`src/rtl/serializer_stream_if.sv`:
```
// Handshake bundle for serializer_stream: the parallel word input with its
// valid/ready pair, the serial bit output with its valid/ready pair, the
// busy flag and a debug view of the FSM state.
//
// Valid/ready rule used on both sides: a transfer happens on a rising clock
// edge where valid and ready are both 1. The producer holds its valid and
// payload stable until that edge. The consumer may change ready freely.
interface serializer_stream_if #(
  parameter int DATA_W = 16
) ();
  localparam int MOD_W = $clog2(DATA_W);

  logic [DATA_W-1:0] data_i;
  logic [MOD_W-1:0]  data_mod_i;
  logic              data_val_i;
  logic              ready_o;
  logic              ser_data_o;
  logic              ser_data_val_o;
  logic              ser_ready_i;
  logic              busy_o;
  logic [1:0]        dbg_state;

  // Serializer side.
  modport slave (
    input  data_i,
    input  data_mod_i,
    input  data_val_i,
    input  ser_ready_i,
    output ready_o,
    output ser_data_o,
    output ser_data_val_o,
    output busy_o,
    output dbg_state
  );

  // Source / sink side.
  modport master (
    output data_i,
    output data_mod_i,
    output data_val_i,
    output ser_ready_i,
    input  ready_o,
    input  ser_data_o,
    input  ser_data_val_o,
    input  busy_o,
    input  dbg_state
  );
endinterface

```
`src/rtl/serializer_stream.sv`:
```
// Parallel-to-serial converter with a programmable length per word,
// selectable bit order, a one-word input buffer, and backpressure from the
// serial sink.
//
// Storage is one shift stage (the word being sent) and one buffer slot.
// The FSM state encodes which of the two are occupied:
//   ST_IDLE       shift stage empty, buffer empty
//   ST_SHIFT      shift stage active, buffer empty
//   ST_SHIFT_FULL shift stage active, buffer full
// ready_o is the registered inverse of buffer occupancy. Words whose
// decoded length is below MIN_LEN complete the handshake but are dropped.
// When the last bit transfers, the buffered word (or a word accepted on that
// same edge) loads straight into the shift stage, so consecutive words go
// out back to back with no gap.
module serializer_stream #(
  parameter int DATA_W    = 16,
  parameter int MIN_LEN   = 3,
  parameter int MSB_FIRST = 1
) (
  input  logic                clk_i,
  input  logic                srst_i,
  serializer_stream_if.slave  bus
);

  localparam int MOD_W = $clog2(DATA_W);
  // Wide enough to hold DATA_W itself.
  localparam int LEN_W = MOD_W + 1;

  typedef enum logic [1:0] {
    ST_IDLE       = 2'd0,
    ST_SHIFT      = 2'd1,
    ST_SHIFT_FULL = 2'd2
  } state_t;

  state_t            r_state;
  logic [DATA_W-1:0] r_shift;     // bits still to be sent, next one at the head
  logic [LEN_W-1:0]  r_cnt;       // bits still to be sent after the one on ser_data_o
  logic [DATA_W-1:0] r_buf_data;
  logic [LEN_W-1:0]  r_buf_len;
  logic              r_ser_data;
  logic              r_ser_val;
  logic              r_busy;
  logic              r_ready;

  logic [LEN_W-1:0]  w_in_len;
  logic              w_in_legal;
  logic              w_accept;
  logic              w_xfer;
  logic              w_last;
  logic              w_in_first;
  logic [DATA_W-1:0] w_in_rest;
  logic              w_buf_first;
  logic [DATA_W-1:0] w_buf_rest;
  logic              w_adv_bit;
  logic [DATA_W-1:0] w_adv_rest;

  // Bit at the head of a word in the configured transmit order.
  function automatic logic head_bit(input logic [DATA_W-1:0] d);
    if (MSB_FIRST != 0) return d[DATA_W-1];
    else                return d[0];
  endfunction

  // Word with its head bit removed, the next bit moved to the head.
  function automatic logic [DATA_W-1:0] drop_head(input logic [DATA_W-1:0] d);
    if (MSB_FIRST != 0) return d << 1;
    else                return d >> 1;
  endfunction

  // Length decode: a modifier of zero means a full-width word.
  assign w_in_len   = (bus.data_mod_i == '0) ? LEN_W'(DATA_W) : {1'b0, bus.data_mod_i};
  assign w_in_legal = (w_in_len >= LEN_W'(MIN_LEN));

  // Handshakes. Reset priority in the FSM block makes any accept on a reset
  // edge a no-op.
  assign w_accept = bus.data_val_i && r_ready;
  assign w_xfer   = r_ser_val && bus.ser_ready_i;
  assign w_last   = w_xfer && (r_cnt == '0);

  // First bit and remainder for each source that can load the shift stage.
  assign w_in_first  = head_bit(bus.data_i);
  assign w_in_rest   = drop_head(bus.data_i);
  assign w_buf_first = head_bit(r_buf_data);
  assign w_buf_rest  = drop_head(r_buf_data);
  assign w_adv_bit   = head_bit(r_shift);
  assign w_adv_rest  = drop_head(r_shift);

  // Occupancy FSM with all outputs registered alongside the state.
  always_ff @(posedge clk_i) begin
    if (srst_i) begin
      r_state    <= ST_IDLE;
      r_shift    <= '0;
      r_cnt      <= '0;
      r_buf_data <= '0;
      r_buf_len  <= '0;
      r_ser_data <= 1'b0;
      r_ser_val  <= 1'b0;
      r_busy     <= 1'b0;
      r_ready    <= 1'b1;
    end else begin
      case (r_state)
        ST_IDLE: begin
          if (w_accept && w_in_legal) begin
            r_ser_data <= w_in_first;
            r_shift    <= w_in_rest;
            r_cnt      <= w_in_len - LEN_W'(1);
            r_ser_val  <= 1'b1;
            r_busy     <= 1'b1;
            r_state    <= ST_SHIFT;
          end
        end

        ST_SHIFT: begin
          if (w_last) begin
            if (w_accept && w_in_legal) begin
              // Same-edge accept goes straight to the shift stage.
              r_ser_data <= w_in_first;
              r_shift    <= w_in_rest;
              r_cnt      <= w_in_len - LEN_W'(1);
            end else begin
              r_ser_data <= 1'b0;
              r_ser_val  <= 1'b0;
              r_busy     <= 1'b0;
              r_state    <= ST_IDLE;
            end
          end else begin
            if (w_xfer) begin
              r_ser_data <= w_adv_bit;
              r_shift    <= w_adv_rest;
              r_cnt      <= r_cnt - LEN_W'(1);
            end
            if (w_accept && w_in_legal) begin
              r_buf_data <= bus.data_i;
              r_buf_len  <= w_in_len;
              r_ready    <= 1'b0;
              r_state    <= ST_SHIFT_FULL;
            end
          end
        end

        ST_SHIFT_FULL: begin
          if (w_last) begin
            // Hand-over: buffered word starts on the next cycle, no bubble.
            r_ser_data <= w_buf_first;
            r_shift    <= w_buf_rest;
            r_cnt      <= r_buf_len - LEN_W'(1);
            r_ready    <= 1'b1;
            r_state    <= ST_SHIFT;
          end else if (w_xfer) begin
            r_ser_data <= w_adv_bit;
            r_shift    <= w_adv_rest;
            r_cnt      <= r_cnt - LEN_W'(1);
          end
        end

        default: begin
          r_ser_val <= 1'b0;
          r_busy    <= 1'b0;
          r_ready   <= 1'b1;
          r_state   <= ST_IDLE;
        end
      endcase
    end
  end

  assign bus.ready_o        = r_ready;
  assign bus.ser_data_o     = r_ser_data;
  assign bus.ser_data_val_o = r_ser_val;
  assign bus.busy_o         = r_busy;
  assign bus.dbg_state      = r_state;

endmodule
```
`src/flat_wrapper.sv`:
```
// flat-port wrapper written by rule: the top's interface ports become plain ports
module serializer_stream_flat 
#(
  parameter int DATA_W    = 16,
  parameter int MIN_LEN   = 3,
  parameter int MSB_FIRST = 1
)
  (clk_i, srst_i, bus_data_i, bus_data_mod_i, bus_data_val_i, bus_ser_ready_i, bus_ready_o, bus_ser_data_o, bus_ser_data_val_o, bus_busy_o, bus_dbg_state);
  serializer_stream_if #(.DATA_W(DATA_W)) bus_i ();
  input  logic clk_i;
  input  logic srst_i;
  input wire logic [$bits(bus_i.data_i)-1:0] bus_data_i;
  input wire logic [$bits(bus_i.data_mod_i)-1:0] bus_data_mod_i;
  input wire logic [$bits(bus_i.data_val_i)-1:0] bus_data_val_i;
  input wire logic [$bits(bus_i.ser_ready_i)-1:0] bus_ser_ready_i;
  output wire logic [$bits(bus_i.ready_o)-1:0] bus_ready_o;
  output wire logic [$bits(bus_i.ser_data_o)-1:0] bus_ser_data_o;
  output wire logic [$bits(bus_i.ser_data_val_o)-1:0] bus_ser_data_val_o;
  output wire logic [$bits(bus_i.busy_o)-1:0] bus_busy_o;
  output wire logic [$bits(bus_i.dbg_state)-1:0] bus_dbg_state;
  assign bus_i.data_i = bus_data_i;
  assign bus_i.data_mod_i = bus_data_mod_i;
  assign bus_i.data_val_i = bus_data_val_i;
  assign bus_i.ser_ready_i = bus_ser_ready_i;
  assign bus_ready_o = bus_i.ready_o;
  assign bus_ser_data_o = bus_i.ser_data_o;
  assign bus_ser_data_val_o = bus_i.ser_data_val_o;
  assign bus_busy_o = bus_i.busy_o;
  assign bus_dbg_state = bus_i.dbg_state;
  serializer_stream #(.DATA_W(DATA_W), .MIN_LEN(MIN_LEN), .MSB_FIRST(MSB_FIRST)) u_core (.clk_i(clk_i), .srst_i(srst_i), .bus(bus_i));
endmodule
```
`config.mk`:
```
export PLATFORM = sky130hd
export DESIGN_NAME = serializer_stream_flat
export DESIGN_NICKNAME = d
export VERILOG_FILES = /design/src/rtl/serializer_stream_if.sv /design/src/rtl/serializer_stream.sv /design/src/flat_wrapper.sv
export SDC_FILE = /design/constraint.sdc
export NUM_CORES = 1
export LEC_CHECK = 0
export ABC_CLOCK_PERIOD_IN_PS = 5100
export BUFFER_PORTS_ARGS = -buffer_cell sky130_fd_sc_hd__buf_4
export CAP_MARGIN = 20
export CORE_ASPECT_RATIO = 0.9
export CORE_MARGIN = 2
export CORE_UTILIZATION = 48
export DETAILED_ROUTE_END_ITERATION = 8
export PLACE_DENSITY = 0.68
export SLEW_MARGIN = 30
export SYNTH_ARGS = -nofsm -noshare
export SYNTH_HDL_FRONTEND = slang
export SYNTH_SLANG_ARGS = --single-unit
```
`constraint.sdc`:
```
create_clock -name clk_i -period 5.1 [get_ports clk_i]
set_clock_uncertainty 0.05 [all_clocks]
set_input_delay 0.255 -clock clk_i [delete_from_list [all_inputs] [get_ports clk_i]]
set_output_delay 0.255 -clock clk_i [all_outputs]
set_load 0.03 [all_outputs]
```
==> impl_metrics.sql <==
INSERT INTO impl_metrics (metric_group, metric, value, unit) VALUES
('global_routing', 'grt_max_degree', '41', ''),
('setup_path', 'worstPathRequired', '5.31', 'ns'),
('drt', 'wl_per_cell', '16.9', 'um'),
('sta', 'max_clock_freq', '364', 'MHz'),
('global_routing', 'grt_use_met1', '34.0', '%'),
('setup_path', 'crit_arrival', '2.96', 'ns'),
('global_routing', 'globalRoute.busiestLayer', 'met1', ''),
('drt', 'route.antenna.remaining_nets', '0', ''),
('clock_network', 'cts_buffers', '5', ''),
('global_routing', 'gr-usage-met2', '33.1', '%'),
('clock_network', 'htree_levels', '2', ''),
('drt', 'routed-via-count', '2697', ''),
('power', 'irDropWorstVdd', '0.190', 'mV'),
('place', 'dpl.hpwl', '5150', 'um'),
('sta', 'slew_headroom', '49.6', '%'),
('clock_network', 'clkSlewWorstSetupHoldPaths', '0.09', 'ns'),
('logic_synthesis', 'synth.net_count', '390', ''),
('floorplan', 'die_w', '86.0', 'um'),
('place', 'globalplace.congestion', '0.921', ''),
('logic_synthesis', 'synth-edff-count', '0', ''),
('sta', 'finalSetupTns', '0', 'ns'),
('logic_synthesis', 'ys_async_sr_fraction', '0', '%'),
('logic_synthesis', 'mappedNetlistArea', '2910', 'um^2'),
('setup_path', 'cp_num_buf_inv', '1', ''),
('global_routing', 'grt_remaining_overflow', '0', ''),
('floorplan', 'rows', '26', ''),
('global_routing', 'antenna_found_initial', '0', ''),
('job', 'drv_cap', '0', ''),
('setup_path', 'criticalPathCategory', 'flip-flop to flip-flop', ''),
('setup_path', 'critical_path.endpoint_type', 'flip-flop', ''),
('clock_network', 'max-clock-path-buffers', '2', ''),
('place', 'detailedPlace.worstSlack', '2.36', 'ns'),
('logic_synthesis', 'syn_inst', '357', ''),
('sta', 'setup_ws', '2.35', 'ns'),
('final_layout', 'insertedDiodeCount', '0', ''),
('final_layout', 'layout.cell_area.non_filler', '3220', 'um^2'),
('floorplan', 'core_area', '5760', 'um^2'),
('clock_network', 'cts_post_setup_buffers_inserted', '0', ''),
('clock_network', 'clkSinkCount', '47', ''),
('setup_path', 'crit_path_max_incr_delay', '0.70', 'ns'),
('sta', 'finalSetupViolations', '0', ''),
('drt', 'drt_first_iter_violations', '254', ''),
('drt', 'drt_first_pass_iters', '4', ''),
('sta', 'final.min_clock_period', '2.75', 'ns'),
('min_path', 'hold_class', 'input port to flip-flop', ''),
('floorplan', 'floorplan.initialDensity', '50.5', '%'),
('clock_network', 'cts_tree', 'done', ''),
('logic_synthesis', 'yosys.cell_types.count', '52', ''),
('final_layout', 'area_growth_syn_to_layout', '10.8', '%'),
('floorplan', 'dieArea', '6690', 'um^2'),
('final_layout', 'final_nets', '402', ''),
('logic_synthesis', 'synth_seq_area_share', '32.4', '%'),
('drt', 'avgViaCountPerCell', '6.13', ''),
('power', 'power.density_cell_area', '455', 'nW/um^2'),
('power', 'power.static_leakage', '0.00121', 'uW'),
('global_routing', 'grtUsageTotal', '23.1', '%'),
('logic_synthesis', 'ys_ff_latch', '47', ''),
('global_routing', 'first_global_vias', '2489', ''),
('sta', 'slew_violations', '0', ''),
('clock_network', 'clock_tree.root_cell', 'sky130_fd_sc_hd__clkbuf_8', ''),
('clock_network', 'cts_hold_repair.buffers', '0', ''),
('setup_path', 'worst_path_max_delay_cell', 'sky130_fd_sc_hd__o31ai_4', ''),
('clock_network', 'clock_latency', '0.30', 'ns'),
('setup_path', 'worstPathCellList', 'inv_1 > ha_1 > or4b_1 > o31ai_4 > and3_1 > a221o_2', ''),
('status', 'result_of_the_run', 'completed', ''),
('sta', 'timing.final.hold_violations', '0', ''),
('sta', 'whs', '0.130', 'ns'),
('place', 'port_buffers', '29', ''),
('drt', 'route.detailed.drc', '0', ''),
('setup_path', 'crit_path_start_kind', 'flip-flop', ''),
('sta', 'grt_setup_unrepaired', 'false', '');
## stage by stage
| step | std cells | power (uW) | util (%) |
|---|---|---|---|
| 6_report | 440 | 1460 | 55.9 |
| 5_1_grt | 440 | 1560 | 55.9 |
| 4_1_cts | 440 | 1460 | 55.8 |
| 3_5_place_dp | 432 | 1170 | 53.7 |
| 3_3_place_gp | 432 | 1160 | 53.7 |
| 2_1_floorplan | 357 | 1040 | - |
## registers in the layout, summed over array words and instances, names as in the netlist
name                       cells
u_core.r_shift                16
u_core.r_cnt                   5
u_core.bus.ser_data_o          1
u_core.bus.ready_o             1
u_core.bus.dbg_state           2
u_core.r_buf_data             16
u_core.r_buf_len               5
u_core.bus.ser_data_val_o      1
## cells by family (layout without fill, tap and decap cells)
kind of cell,Yosys count,count (layout),share of synthesized area [%]
simple gates,125,125,19.7
compound gates,100,100,25.9
flops,47,47,32.4
xor+xnor,7,7,2.11
mux,23,23,8.53
fa+ha+maj,9,9,3.88
buf+inv,46,59,7.45
## final timing paths
path | from | slack, ns | endpoint | cells past startpoint
max | u_core.r_cnt[1] | 2.35 | u_core.r_shift[8] | 6
min | bus_data_i[3] | 0.13 | u_core.r_shift[4] | 2
max reg2reg | u_core.r_cnt[1] | 2.35 | u_core.r_shift[8] | 6
min reg2reg | u_core.r_buf_data[9] | 0.41 | u_core.r_buf_data[9] | 2
## cell usage in the layout (no fill, tap or decap), types with 3 or more instances in the layout
cell type | synthesis | layout
sky130_fd_sc_hd__buf_4 | 3 | 32
sky130_fd_sc_hd__nand3_1 | 22 | 21
sky130_fd_sc_hd__inv_1 | 19 | 19
sky130_fd_sc_hd__xnor2_1 | 5 | 5
sky130_fd_sc_hd__nor3_1 | 10 | 9
sky130_fd_sc_hd__a31oi_1 | 5 | 5
sky130_fd_sc_hd__nand2_1 | 61 | 60
sky130_fd_sc_hd__ha_1 | 9 | 9
sky130_fd_sc_hd__clkbuf_8 | 0 | 6
sky130_fd_sc_hd__o21ai_0 | 11 | 11
sky130_fd_sc_hd__a221o_2 | 5 | 5
sky130_fd_sc_hd__a21oi_1 | 32 | 32
sky130_fd_sc_hd__a311oi_1 | 9 | 9
sky130_fd_sc_hd__o211ai_1 | 3 | 3
sky130_fd_sc_hd__mux2_2 | 14 | 14
sky130_fd_sc_hd__dfxtp_1 | 47 | 47
sky130_fd_sc_hd__mux2i_1 | 9 | 9
sky130_fd_sc_hd__a221oi_2 | 7 | 7
sky130_fd_sc_hd__nor2_1 | 19 | 19
## synthesized netlist by cell type (9+ instances only)
cell | number | area [um^2]
sky130_fd_sc_hd__o21ai_0 | 11 | 55.1
sky130_fd_sc_hd__nor2_1 | 19 | 71.3
sky130_fd_sc_hd__mux2i_1 | 9 | 90.1
sky130_fd_sc_hd__a21oi_1 | 32 | 160
sky130_fd_sc_hd__clkbuf_1 | 12 | 45.0
sky130_fd_sc_hd__dfxtp_1 | 47 | 941
sky130_fd_sc_hd__nand3_1 | 22 | 110
sky130_fd_sc_hd__inv_1 | 19 | 71.3
sky130_fd_sc_hd__nand2_1 | 61 | 229
sky130_fd_sc_hd__nor3_1 | 10 | 50.1
sky130_fd_sc_hd__mux2_2 | 14 | 158
sky130_fd_sc_hd__a311oi_1 | 9 | 78.8
sky130_fd_sc_hd__ha_1 | 9 | 113
## routing by layer
metal,up-vias,routed length [um]
met1,1302,3800
li1,1318,-
met3,5,365
met4,0,49
met5,-,0
met2,72,3240
## power by group
group          switching (uW)  leakage (uW)  internal [uW]  total (uW)
Sequential               75.0      0.000383            442         517
Combinational             402      0.000764            253         655
Clock                     132     0.0000612            159         291
## layout make-up
| type | count | area [um^2] |
|---|---|---|
| Clock buffer | 6 | 82.6 |
| Clock inverter | 2 | 35.0 |
| Fill cell | 540 | 2540 |
| Inverter | 19 | 71.3 |
| Multi-Input combinational cell | 264 | 1760 |
| Sequential cell | 47 | 941 |
| Tap cell | 70 | 87.6 |
| Timing Repair Buffer | 32 | 240 |
(Power assumes the default switching activity.)
